[src/rtl/gfifo_step_batcher.sv]
// Difftest step batcher: accumulates per-cycle step events and emits saturated
// batch counts on a one-cycle step bus until the host verdict halts it for good.
module gfifo_step_batcher #(
    parameter int STEP_WIDTH    = 8,
    parameter int ACC_WIDTH     = 16,
    parameter int BATCH_SIZE    = 64,
    parameter int FLUSH_TIMEOUT = 1000
) (
    input  logic                  clock,
    input  logic                  reset,
    input  logic                  enable,
    input  logic [3:0]            tick,
    input  logic                  flush_req,
    input  logic                  simv_result,
    output logic [STEP_WIDTH-1:0] step,
    output logic [ACC_WIDTH-1:0]  pending,
    output logic                  halted,
    output logic                  overflow
);

    localparam int TIMER_WIDTH = (FLUSH_TIMEOUT > 1) ? $clog2(FLUSH_TIMEOUT + 1) : 1;
    localparam logic [ACC_WIDTH-1:0]   STEP_MAX   = ACC_WIDTH'((64'd1 << STEP_WIDTH) - 64'd1);
    localparam logic [ACC_WIDTH-1:0]   ACC_MAX    = {ACC_WIDTH{1'b1}};
    localparam logic [ACC_WIDTH-1:0]   BATCH      = ACC_WIDTH'(BATCH_SIZE);
    localparam logic [TIMER_WIDTH-1:0] TIMER_LAST = TIMER_WIDTH'(FLUSH_TIMEOUT - 1);

    typedef enum logic [1:0] {
        S_IDLE,
        S_ACCUM,
        S_HALT
    } state_t;

    state_t                 state;
    logic [ACC_WIDTH-1:0]   acc;
    logic [TIMER_WIDTH-1:0] timer;

    logic                 acc_nz;
    logic                 emit;
    logic [ACC_WIDTH-1:0] emit_amt;
    logic [ACC_WIDTH-1:0] base;
    logic [3:0]           add;
    logic [ACC_WIDTH:0]   sum;
    logic                 sum_ovf;
    logic [ACC_WIDTH-1:0] acc_next;

    // Emission is decided from the registered accumulator only; this cycle's
    // tick is folded in after the drain so it is never emitted early.
    always_comb begin
        acc_nz   = (acc != '0);
        emit     = (state != S_HALT) && acc_nz &&
                   ((acc >= BATCH) || (timer == TIMER_LAST) || flush_req);
        emit_amt = (acc > STEP_MAX) ? STEP_MAX : acc;
        base     = emit ? (acc - emit_amt) : acc;
        add      = enable ? tick : 4'd0;
        sum      = {1'b0, base} + (ACC_WIDTH + 1)'(add);
        sum_ovf  = (sum > {1'b0, ACC_MAX});
        acc_next = sum_ovf ? ACC_MAX : sum[ACC_WIDTH-1:0];
    end

    // NOTE: sequential state uses non-blocking assignments so every register
    // samples the pre-edge values and the update order inside the block is moot.
    always_ff @(posedge clock or negedge reset) begin
        if (!reset) begin
            state    <= S_IDLE;
            acc      <= '0;
            timer    <= '0;
            step     <= '0;
            halted   <= 1'b0;
            overflow <= 1'b0;
        end else if (state == S_HALT) begin
            step <= '0;
        end else if (simv_result) begin
            // The verdict beats any emission due on this same edge.
            state  <= S_HALT;
            halted <= 1'b1;
            step   <= '0;
        end else begin
            step <= emit ? emit_amt[STEP_WIDTH-1:0] : '0;
            acc  <= acc_next;
            if (sum_ovf) begin
                overflow <= 1'b1;
            end
            if (emit || !acc_nz) begin
                timer <= '0;
            end else if (enable) begin
                timer <= timer + TIMER_WIDTH'(1);
            end
            state <= (acc_next == '0) ? S_IDLE : S_ACCUM;
        end
    end

    assign pending = acc;

endmodule

[config.mk]
export PLATFORM = sky130hd
export DESIGN_NAME = gfifo_step_batcher
export DESIGN_NICKNAME = d
export VERILOG_FILES = /design/src/rtl/gfifo_step_batcher.sv
export SDC_FILE = /design/constraint.sdc
export NUM_CORES = 1
export LEC_CHECK = 0
export ABC_AREA = 1
export CORE_ASPECT_RATIO = 1.2
export CORE_MARGIN = 1
export CORE_UTILIZATION = 40
export CTS_CLUSTER_DIAMETER = 120
export DETAILED_ROUTE_END_ITERATION = 8
export PLACE_DENSITY = 0.6
export SYNTH_ARGS = -nofsm -noshare
export SYNTH_HDL_FRONTEND = slang
export SYNTH_SLANG_ARGS = --single-unit
[constraint.sdc]
create_clock -name clock -period 9.2 [get_ports clock]
set_input_delay 1.84 -clock clock [delete_from_list [all_inputs] [get_ports clock]]
set_output_delay 1.84 -clock clock [all_outputs]
set_load 0.01 [all_outputs]
# Word level (Yosys, flattened, before mapping)
# Cells that the tools add are included.
# op_classes
add_sub_neg	3
n_bitwise	2
mux	11
eq_ne	3
magnitude_cmp	3
n_reduce_logical	13
# ops
op	n
$mux W16	3
$mux W8	3
$mux W10	2
$add A16 B4 Y17	1
$gt A17 B16 Y1 const B	1
$ge A16 B7 Y1 const B	1
$gt A16 B8 Y1 const B	1
$logic_not A16 Y1	1
$reduce_bool A16 Y1	1
$sub A16 B16 Y16	1
$add A10 B1 Y10 const B	1
$eq A10 B10 Y1 const B	1
$reduce_and A3 Y1	2
$mux W4	1
$reduce_and A2 Y1	2
$logic_or A1 B1 Y1	3
$eq A2 B2 Y1 const B	1
$logic_and A1 B1 Y1	2
$mux W2	1
$ne A2 B2 Y1 const B	1
$not A1 Y1	2
$reduce_bool A2 Y1	1
$logic_not A1 Y1	1
$mux W1	1
# totals
regBits	38
out_inout_bits	26
in_bits	9
wordCells	41

# Longest topological paths before layout
# Gate-level depths: netlist of the first run.
# depth
ltp_word	11
depth_mapped	27
mapped_depth_nobuf	26

# Worst setup path after synthesis of the first run
# Ideal clock, no wire load.
# synth_timing
path_kind	input port to flip-flop
startpoint	input port flush_req
endpoint	register state[0]
path_slack_ns	4.863
t_arrival_ns	4.208
setup_ns	0.129
path_buffers	1
stages	19
required_time_ns	9.071
path_cell_list	nor3_1 > nand3_1 > nand2_2 > buf_6 > nand2_1 > o21ai_0 > ha_1 > inv_1 > fa_1 > o31ai_1 > nand2_2 > nor2_4 > nand2_2 > nor2_4 > nand3_1 > a21oi_1 > nand2_1 > nor2_1 > nor2_1
# synth_via
elab_chain_cells	9
# synth_lines
element	line	rtl
start, declared	13	input logic flush_req,
$logic_or A1 B1 Y1 (*)	51	((acc >= BATCH) || (timer == TIMER_LAST) || flush_req);
$logic_and A1 B1 Y1 (*)	50	emit = (state != S_HALT) && acc_nz &&
$mux W16 (*)	53	base = emit ? (acc - emit_amt) : acc;
$add A16 B4 Y17 (*)	55	sum = {1'b0, base} + (ACC_WIDTH + 1)'(add);
$gt A17 B16 Y1	56	sum_ovf = (sum > {1'b0, ACC_MAX});
$mux W16 (*)	57	acc_next = sum_ovf ? ACC_MAX : sum[ACC_WIDTH-1:0];
$logic_not A16 Y1 (*)	88	state <= (acc_next == '0) ? S_IDLE : S_ACCUM;
$mux W1 (*)	88	
$mux W2 (*)	72	end else if (simv_result) begin
end signal, assigned	88	
end, declared	33	state_t state;
# Every way passes the cells marked *; elsewhere a longest branch is shown, timed or not.
# A chain may end at the register's enable or synchronous reset.

# Worst setup path in the final report of the first run
# Same ends and word-level chain as after synthesis.

==> flow_summary.json, run 1 <==
{
  "ys_ff_latch": 38,
  "async_flop_share_pct": 100,
  "drtIter0Drc": 213,
  "htree_num_levels": 2,
  "power_leakage_nw": 1.62,
  "fmax_mhz": 210,
  "synth_area_um2": 2890,
  "pwr-share-clk_pct": 19.8,
  "start_util_pct": 42.0,
  "wl_per_cell_um": 13.3,
  "clock-sinks": 38,
  "synth_area_leaders": "dfrtp_1 33%, nand2_1 13%, inv_1 7.5%",
  "internal_power_w": 0.000499,
  "coreArea_um2": 6900,
  "pin_count": 35,
  "grt_remaining_overflow": 0,
  "clk_pin_slew_ns": 0.08,
  "synth_cell_type_count": 38,
  "drive_gt1_share_pct": 13.7,
  "cp.required_ns": 9.37,
  "p_sw_share_pct": 45.4,
  "hold_viol": 0,
  "routabilityCongestion": 0.910,
  "finalSetupViolCount": 0,
  "grtUsageTotal_pct": 21.3,
  "ant_nets": 0,
  "finalCriticalPeriod_ns": 4.76,
  "dr.pass1.iters": 4,
  "cts_setup_buffers": 0,
  "crit_path_start_kind": "input pin",
  "clock_latency_ns": 0.30,
  "ir_worst_vdd_v": 0.000108,
  "skew_ns": 0.00713,
  "cts_resized": 0,
  "syn_inst": 416,
  "finalNetCount": 467,
  "synth_seq_area_share_pct": 32.9,
  "hpwl_um": 5560,
  "vias": 2758,
  "worstHoldPathType": "reg2reg",
  "syn_nets": 432,
  "maxCapViolations": 0,
  "root_buffer": "clkbuf_8",
  "synth_top_area_cell": "dfrtp_1",
  "clock_path_buffers": 2,
  "final_common_cell": "nand2_1",
  "worst_pin_slew_ns": 0.867,
  "cts_tree": "yes",
  "grt_antenna_before_repair": 0,
  "placed_cells": 531,
  "path_max_fanout": 12,
  "ys.flop_type": "dfrtp_1",
  "die_y_um": 95.2,
  "cp-end-kind": "flop",
  "diodes": 0,
  "avgSynthCellArea_um2": 6.96,
  "placed_area_um2": 3300,
  "switchingPower_w": 0.000415,
  "final_cell_mix": "100 x nand2_1, 58 x inv_1, 39 x nor2_1",
  "synth_edf_count": 0,
  "ctsHoldBuffers": 0,
  "floorplan.die_area_um2": 7580,
  "post-route-period-util_pct": 51.7,
  "fp.dieW_um": 79.7,
  "power_density_nw_per_um2": 266,
  "comb_power_share_pct": 51.9,
  "drt-total-wl_um": 7170,
  "portBuffers": 34,
  "relSlewSlack_pct": 42.2,
  "drv_slew": 0,
  "grt_pass1_wl_um": 12400,
  "cts_buffers": 5,
  "area_growth_syn_to_layout_pct": 18.9,
  "drc": 0,
  "outcome": "complete, no violations",
  "rsz0062_at_grt": "false",
  "fin_tns_setup_ns": 0,
  "synth.top_cell.area_share_pct": 32.9,
  "grt_max_degree": 39,
  "grt_pass1_vias": 2680,
  "share_seq_of_total_power_pct": 28.3,
  "arrival_ns": 4.93,
  "stdcell_area_um2": 3440,
  "rows": 33,
  "yosysWarnings": 0,
  "critical_path_class": "in2reg",
  "post_drt_via_cell_ratio": 5.12,
  "finalNonFillerCells": 539
}
==> sequential cells by signal, indices dropped and copies added, names as in the netlist <==
name,count
halted,1
overflow,1
state,2
step,8
timer,10
pending,16
==> through the flow <==
| stage | total power [W] | util, % | hold WS, ns | setup slack, ns |
|---|---|---|---|---|
| 2_1_floorplan | 0.000584 | - | 0.433 | 4.86 |
| 3_3_place_gp | 0.000727 | 47.8 | 0.364 | 4.22 |
| 3_5_place_dp | 0.000733 | 47.8 | 0.367 | 4.14 |
| 4_1_cts | 0.000918 | 49.9 | 0.385 | 4.45 |
| 5_1_grt | 0.00100 | 49.9 | 0.400 | 3.99 |
| 6_report | 0.000914 | 49.9 | 0.381 | 4.44 |
==> critical path, stage by stage <==
cell	delay, ns
clkdlybuf4s50_1	0.41
nor3_1	0.19
nand3_1	0.13
nand2_2	0.21
nand2_1	0.07
o21ai_0	0.10
ha_1	0.21
inv_1	0.05
fa_1	0.40
o31ai_1	0.37
nand2_2	0.13
nor2_4	0.16
nand2_2	0.11
nor2_4	0.11
nand3_1	0.10
a21oi_1	0.14
nand2_1	0.07
nor2_1	0.10
nor2_1	0.04
==> layout make-up <==
type	count	area [µm²]
clock buffer	6	82.6
clock inverter	2	60.1
fill	684	3460
inverter	69	259
multi-input combinational	302	1640
sequential	38	951
tap	87	109
timing repair buffer	35	343
==> cells by family after synthesis <==
logic type               count (synthesis)  synth area share (%)
AO/OA/AOI/OAI                           64                  13.9
adder cells (fa/ha/maj)                  7                  3.29
flip-flops                              38                  32.9
AND/OR/NAND/NOR                        227                  37.8
XOR/XNOR                                 4                  1.47
buffers and inverters                   76                  10.6
==> power groups by stage <==
stage	clock, W	sequential [W]	combinational [W]
2_1_floorplan	0	0.000263	0.000322
3_3_place_gp	0	0.000260	0.000467
3_5_place_dp	0	0.000261	0.000472
4_1_cts	0.000185	0.000258	0.000475
5_1_grt	0.000193	0.000265	0.000542
6_report	0.000181	0.000259	0.000475
==> layer usage <==
metal | up-vias | part of all wire [%] | GRT usage, %
met2 | 68 | 49 | 36.5
met1 | 1287 | 45 | 27.1
li1 | 1394 | - | -
met4 | 0 | 1.6 | 7.27
met3 | 9 | 4.6 | 3.06
met5 | - | 0 | 0
==> path summary, 6_finish.rpt <==
check | slack (ns) | endpoint | start | cells past startpoint
max | 4.44 | state[0]$_DFFE_PN0N_ | flush_req | 19
min | 0.38 | overflow$_DFFE_PN0P_ | overflow$_DFFE_PN0P_ | 0
max reg2reg | 5.42 | state[0]$_DFFE_PN0N_ | pending[9]$_DFFE_PN0P_ | 22
min reg2reg | 0.38 | overflow$_DFFE_PN0P_ | overflow$_DFFE_PN0P_ | 0
max in group asynchronous | 7.00 | pending[8]$_DFFE_PN0P_ | reset | 1
min in group asynchronous | 1.66 | pending[2]$_DFFE_PN0P_ | reset | 1
==> cell usage after synthesis, types with 5 or more instances <==
cell     instances
nor3_1           8
inv_1           58
nand3_1         30
inv_2            9
nand2_1        100
nand4_1          9
ha_1             6
dfrtp_1         38
nor2_2           5
o21ai_0         24
nor2_4           8
a21oi_1         23
nor2_1          39
nand2_2         19
Power figures use the tool's default switching activity.
==> run 2, diff against run 1 <==
==> constraint.sdc (replaced) <==
create_clock -name clock -period 4.4 [get_ports clock]
set_input_delay 0.88 -clock clock [delete_from_list [all_inputs] [get_ports clock]]
set_output_delay 0.88 -clock clock [all_outputs]
set_load 0.01 [all_outputs]
==> flow_summary.json, run 2 (synthesis results as in run 1) <==
{
  "cts_buffers": 5,
  "maxCapViolations": 0,
  "comb_power_share_pct": 56.3,
  "power_density_nw_per_um2": 521,
  "start_util_pct": 42.0,
  "wl_per_cell_um": 13.3,
  "clk_pin_slew_ns": 0.08,
  "stdcell_area_um2": 3390,
  "root_buffer": "clkbuf_8",
  "vias": 2737,
  "finalSetupViolCount": 0,
  "final_common_cell": "nand2_1",
  "critical_path_class": "in2reg",
  "largest_reg_flops": 16,
  "grt_pass1_vias": 2688,
  "relSlewSlack_pct": 41.7,
  "grtUsageTotal_pct": 21.5,
  "cts_resized": 0,
  "drive_gt1_share_pct": 13.9,
  "drv_slew": 0,
  "hold_viol": 0,
  "fin_ws_ns": 0.743,
  "cts_tree": "yes",
  "dr.pass1.iters": 4,
  "skew_ns": 0.00942,
  "post_drt_via_cell_ratio": 5.07,
  "share_seq_of_total_power_pct": 30.5,
  "cts_setup_buffers": 0,
  "finalNetCount": 469,
  "ant_nets": 0,
  "grt_max_degree": 39,
  "fp.dieW_um": 79.7,
  "fin_util_pct": 49.2,
  "cp.required_ns": 4.62,
  "rows": 33,
  "cp-end-kind": "flop",
  "grt_pass1_wl_um": 12600,
  "outcome": "complete, no violations",
  "grt_antenna_before_repair": 0,
  "clock-sinks": 38,
  "finalCriticalPeriod_ns": 3.66,
  "drt-total-wl_um": 7170,
  "area_growth_syn_to_layout_pct": 17.2,
  "floorplan.die_area_um2": 7580,
  "routabilityCongestion": 0.913,
  "rsz0062_at_grt": "false",
  "placed_area_um2": 3310,
  "die_y_um": 95.2,
  "portBuffers": 34,
  "drc": 0,
  "worst_pin_slew_ns": 0.874,
  "final_cell_mix": "100 x nand2_1, 58 x inv_1, 39 x nor2_1",
  "ctsHoldBuffers": 0,
  "grt_remaining_overflow": 0,
  "hpwl_um": 5540,
  "p_total_w": 0.00177,
  "clock_latency_ns": 0.29,
  "fillers": 709,
  "coreArea_um2": 6900,
  "ir_worst_vdd_v": 0.000286,
  "crit_path_start_kind": "input pin",
  "p_sw_share_pct": 48.5,
  "pwr-share-clk_pct": 13.2,
  "power_leakage_nw": 1.60,
  "post-route-period-util_pct": 83.1,
  "worstHoldPathType": "reg2reg",
  "internal_power_w": 0.000910,
  "pre_cts_ws_ns": 0.471,
  "path_max_fanout": 5,
  "diodes": 0,
  "fmax_mhz": 273,
  "fin_tns_setup_ns": 0,
  "switchingPower_w": 0.000858,
  "drtIter0Drc": 165,
  "clock_path_buffers": 2,
  "arrival_ns": 3.88,
  "pin_count": 35,
  "htree_num_levels": 2
}
## run 2: changes by cell type in the layout (fill, tap and decap cells not counted)
cell / delta
buf_4: +2
clkbuf_8: -1
bufinv_16: -2
clkinv_2: +2
## run 2: metal layers
metal | global-route usage, % | up-vias | wire, µm
met5 | 0 | - | 0
met4 | 6.52 | 0 | 108
met3 | 2.68 | 10 | 192
met2 | 36.0 | 37 | 3500
met1 | 28.7 | 1293 | 3370
li1 | - | 1397 | -
## run 2: final timing paths
kind	slack, ns	endpoint	cells past startpoint	start
worst min register to register	0.38	overflow$_DFFE_PN0P_	0	overflow$_DFFE_PN0P_
worst min-delay path	0.38	overflow$_DFFE_PN0P_	0	overflow$_DFFE_PN0P_
max in group asynchronous	3.14	timer[3]$_DFFE_PN0P_	1	reset
min in group asynchronous	0.71	pending[1]$_DFFE_PN0P_	1	reset
worst max register to register	0.78	state[0]$_DFFE_PN0N_	23	pending[9]$_DFFE_PN0P_
worst max-delay path	0.74	state[0]$_DFFE_PN0N_	20	flush_req
## run 2: power by group through the flow
stage,Combinational (W),Sequential (W),Clock (W)
after floorplan,0.000673,0.000549,0
after global placement,0.000980,0.000545,0
after detailed placement,0.000989,0.000547,0
after CTS,0.000996,0.000540,0.000240
after global routing,0.00114,0.000555,0.000256
final,0.000995,0.000540,0.000233
## run 2: area by class of cell
| class | instances | area [µm²] | share of cell area [%] |
|---|---|---|---|
| sequential | 38 | 951 | 28.0 |
| timing repair buffer | 37 | 358 | 10.6 |
| clock inverter | 2 | 10.0 | 0.295 |
| inverter | 69 | 259 | 7.64 |
| multi-input combinational | 302 | 1640 | 48.2 |
| clock buffer | 5 | 68.8 | 2.03 |
| tap | 87 | 109 | 3.21 |
## run 2: worst max-delay path, stage by stage
cell and delay [ns]:
clkdlybuf4s50_1 0.40, nor3_1 0.18, nand3_1 0.13, nand2_2 0.13
nand2_1 0.05, o21ai_0 0.08, ha_1 0.20, inv_1 0.06
fa_1 0.39, o31ai_1 0.36, nand2_2 0.13, nor2_4 0.15
nand2_2 0.11, nor2_4 0.11, nand2_2 0.11, nand2_1 0.14
nor2_1 0.05, nand3_1 0.08, nor2_1 0.04, nor2_1 0.07
## run 2: through the flow
step,hold slack [ns],std cells
after CTS,0.384,540
after global placement,0.364,533
final,0.380,540
after floorplan,0.433,416
after global routing,0.400,540
after detailed placement,0.367,533
==> run 3, diff against run 2 <==
--- a/config.mk
+++ b/config.mk
@@ -11,7 +11,7 @@
 export CORE_UTILIZATION = 40
 export CTS_CLUSTER_DIAMETER = 120
 export DETAILED_ROUTE_END_ITERATION = 8
-export PLACE_DENSITY = 0.6
+export PLACE_DENSITY = 0.62
 export SYNTH_ARGS = -nofsm -noshare
 export SYNTH_HDL_FRONTEND = slang
 export SYNTH_SLANG_ARGS = --single-unit
==> constraint.sdc (replaced) <==
create_clock -name clock -period 3.19 [get_ports clock]
set_input_delay 0.638 -clock clock [delete_from_list [all_inputs] [get_ports clock]]
set_output_delay 0.638 -clock clock [all_outputs]
set_load 0.01 [all_outputs]
==> flow_summary.json, run 3 (synthesis results as in run 1) <==
{
  "outcome": "complete, no violations",
  "reg2reg_slack_ns": 0.03,
  "grt_antenna_before_repair": 0,
  "worst_pin_slew_ns": 0.887,
  "grt-busiest-layer": "met2",
  "crit_path_start_kind": "flop",
  "cp.required_ns": 3.36,
  "path_max_fanout": 6,
  "largest_reg_flops": 16,
  "post_drt_via_cell_ratio": 4.99,
  "stdcell_area_um2": 3990,
  "htree_num_levels": 2,
  "cp-end-kind": "flop",
  "start_util_pct": 42.0,
  "grt_remaining_overflow": 0,
  "drc": 0,
  "worstHoldPathType": "reg2reg",
  "ir_worst_vdd_v": 0.000427,
  "grt_pass1_wl_um": 13200,
  "p_sw_share_pct": 46.2,
  "r2r_start": "pending[8]$_DFFE_PN0P_",
  "portBuffers": 34,
  "switchingPower_w": 0.00139,
  "pin_count": 35,
  "crit_family": "simple AND/OR/NAND/NOR gates",
  "power_leakage_nw": 1.91,
  "root_buffer": "clkbuf_8",
  "final_cell_mix": "90 x nand2_1, 54 x buf_4, 53 x inv_1",
  "dr.pass1.iters": 4,
  "grt_pass1_vias": 2897,
  "coreArea_um2": 6900,
  "diodes": 0,
  "arrival_ns": 3.34,
  "grt_max_degree": 39,
  "rsz0062_at_grt": "true",
  "seq_area_um2": 955,
  "path_buf_inv": 2,
  "hold_end": "overflow$_DFFE_PN0P_",
  "finalNetCount": 522,
  "finalSetupViolCount": 0,
  "critical_path_class": "reg2reg",
  "multi_input_area_um2": 1820,
  "finalCriticalPeriod_ns": 3.16,
  "fillers": 608,
  "hold_viol": 0,
  "drtIter0Drc": 124,
  "vias": 2962,
  "cp_cell_sequence": "nor2_4, nand2_4, nor2_4, nand2_2, nand2_2, inv_2, nand2_4, nand2_2, o21ai_2, ha_2, inv_2, fa_2, o31ai_4, nand2_2, nor2_4, nand2_4, nor2_4, nand3_2, a21oi_2, nand2_1, nor2_1, nor2_1",
  "ff2ff_path_depth": 22,
  "pre_cts_ws_ns": -0.448,
  "placed_area_um2": 3610,
  "clock_path_buffers": 2,
  "drt-total-wl_um": 7920,
  "rows": 33,
  "cts_buffers": 5,
  "clk_pin_slew_ns": 0.08,
  "fin_ws_ns": 0.0274,
  "skew_ns": 0.0101,
  "use_met1_pct": 28.3,
  "cts_tree": "yes",
  "drive_gt1_share_pct": 31.2,
  "comb_power_share_pct": 65.7,
  "ctsHoldBuffers": 0,
  "ant_nets": 0,
  "floorplan.die_area_um2": 7580,
  "grtUsageTotal_pct": 22.4,
  "final_common_cell": "nand2_1",
  "routabilityCongestion": 0.902,
  "fmax_mhz": 316,
  "power_density_nw_per_um2": 755,
  "use_met2_pct": 39.4,
  "clock-sinks": 38,
  "relSlewSlack_pct": 40.9,
  "fp.dieW_um": 79.7,
  "drv_slew": 0,
  "hold_start": "overflow$_DFFE_PN0P_",
  "post-route-period-util_pct": 99.1,
  "pwr-share-clk_pct": 10.9,
  "slowest_stage": "dfrtp_2",
  "slowest_delay_ns": 0.45,
  "die_y_um": 95.2,
  "hpwl_um": 5810,
  "share_seq_of_total_power_pct": 23.4,
  "maxCapViolations": 0,
  "hold-path-cell-count": 0,
  "wl_per_cell_um": 13.4,
  "holdWs_ns": 0.382,
  "cp-startpoint": "pending[8]$_DFFE_PN0P_",
  "internal_power_w": 0.00162,
  "fin_tns_setup_ns": 0,
  "area_growth_syn_to_layout_pct": 37.9,
  "met3_usage_pct": 2.68,
  "clock_latency_ns": 0.29,
  "reg2reg_to": "state[0]$_DFFE_PN0N_"
}
## run 3: cell count changes in the layout (fill, tap and decap cells not counted), sizes merged
cell           delta
clkdlybuf4s50     -1
dlygate4sd2       +1
buf              +53
## run 3: how the worst max path moves through the flow
stage	endpoint	slack [ns]	cells past startpoint
2_1_floorplan	state[0]$_DFFE_PN0N_	0.04	21
5_1_grt	state[0]$_DFFE_PN0N_	-0.19	22
3_5_place_dp	state[0]$_DFFE_PN0N_	-0.45	20
6_report	state[0]$_DFFE_PN0N_	0.03	22
3_3_place_gp	state[0]$_DFFE_PN0N_	-0.40	20
4_1_cts	state[0]$_DFFE_PN0N_	0.002	25
## run 3: layer usage
layer	part of all wire (%)	wire, µm	vias to the layer above
met3	4.5	360	10
met2	50	3950	80
li1	-	-	1503
met1	44	3470	1369
met4	1.8	144	0
met5	0	0	-
## run 3: final cells by class
type | instances | share of cell area (%)
Multi-Input combinational cell | 302 | 45.7
Timing Repair Buffer | 90 | 19.2
Tap cell | 87 | 2.73
Clock buffer | 5 | 1.72
Clock inverter | 2 | 0.251
Sequential cell | 38 | 23.9
Inverter | 69 | 6.49
## run 3: repair_timing
item / 4_1_cts / 5_1_grt
resized for setup: 18 / 39
pin swaps: 18 / 24
hold endpoints to repair: 0 / 0
endpoints found under the setup margin: 6 / 12
buffers inserted: 7 / 7
## run 3: metrics by stage
step / util [%] / total power (W) / std cells
after floorplan: - / 0.00169 / 416
after global placement: 52.4 / 0.00237 / 572
after detailed placement: 52.4 / 0.00240 / 572
after CTS: 55.1 / 0.00284 / 586
after global routing: 57.9 / 0.00325 / 593
final: 57.9 / 0.00301 / 593
## run 3: power by group through the flow
stage          clock network [W]  registers, W  logic, W
6_report                0.000329      0.000705   0.00198
5_1_grt                 0.000358      0.000723   0.00217
4_1_cts                 0.000337      0.000700   0.00180
3_5_place_dp                   0      0.000707   0.00169
3_3_place_gp                   0      0.000703   0.00167
2_1_floorplan                  0      0.000760  0.000934
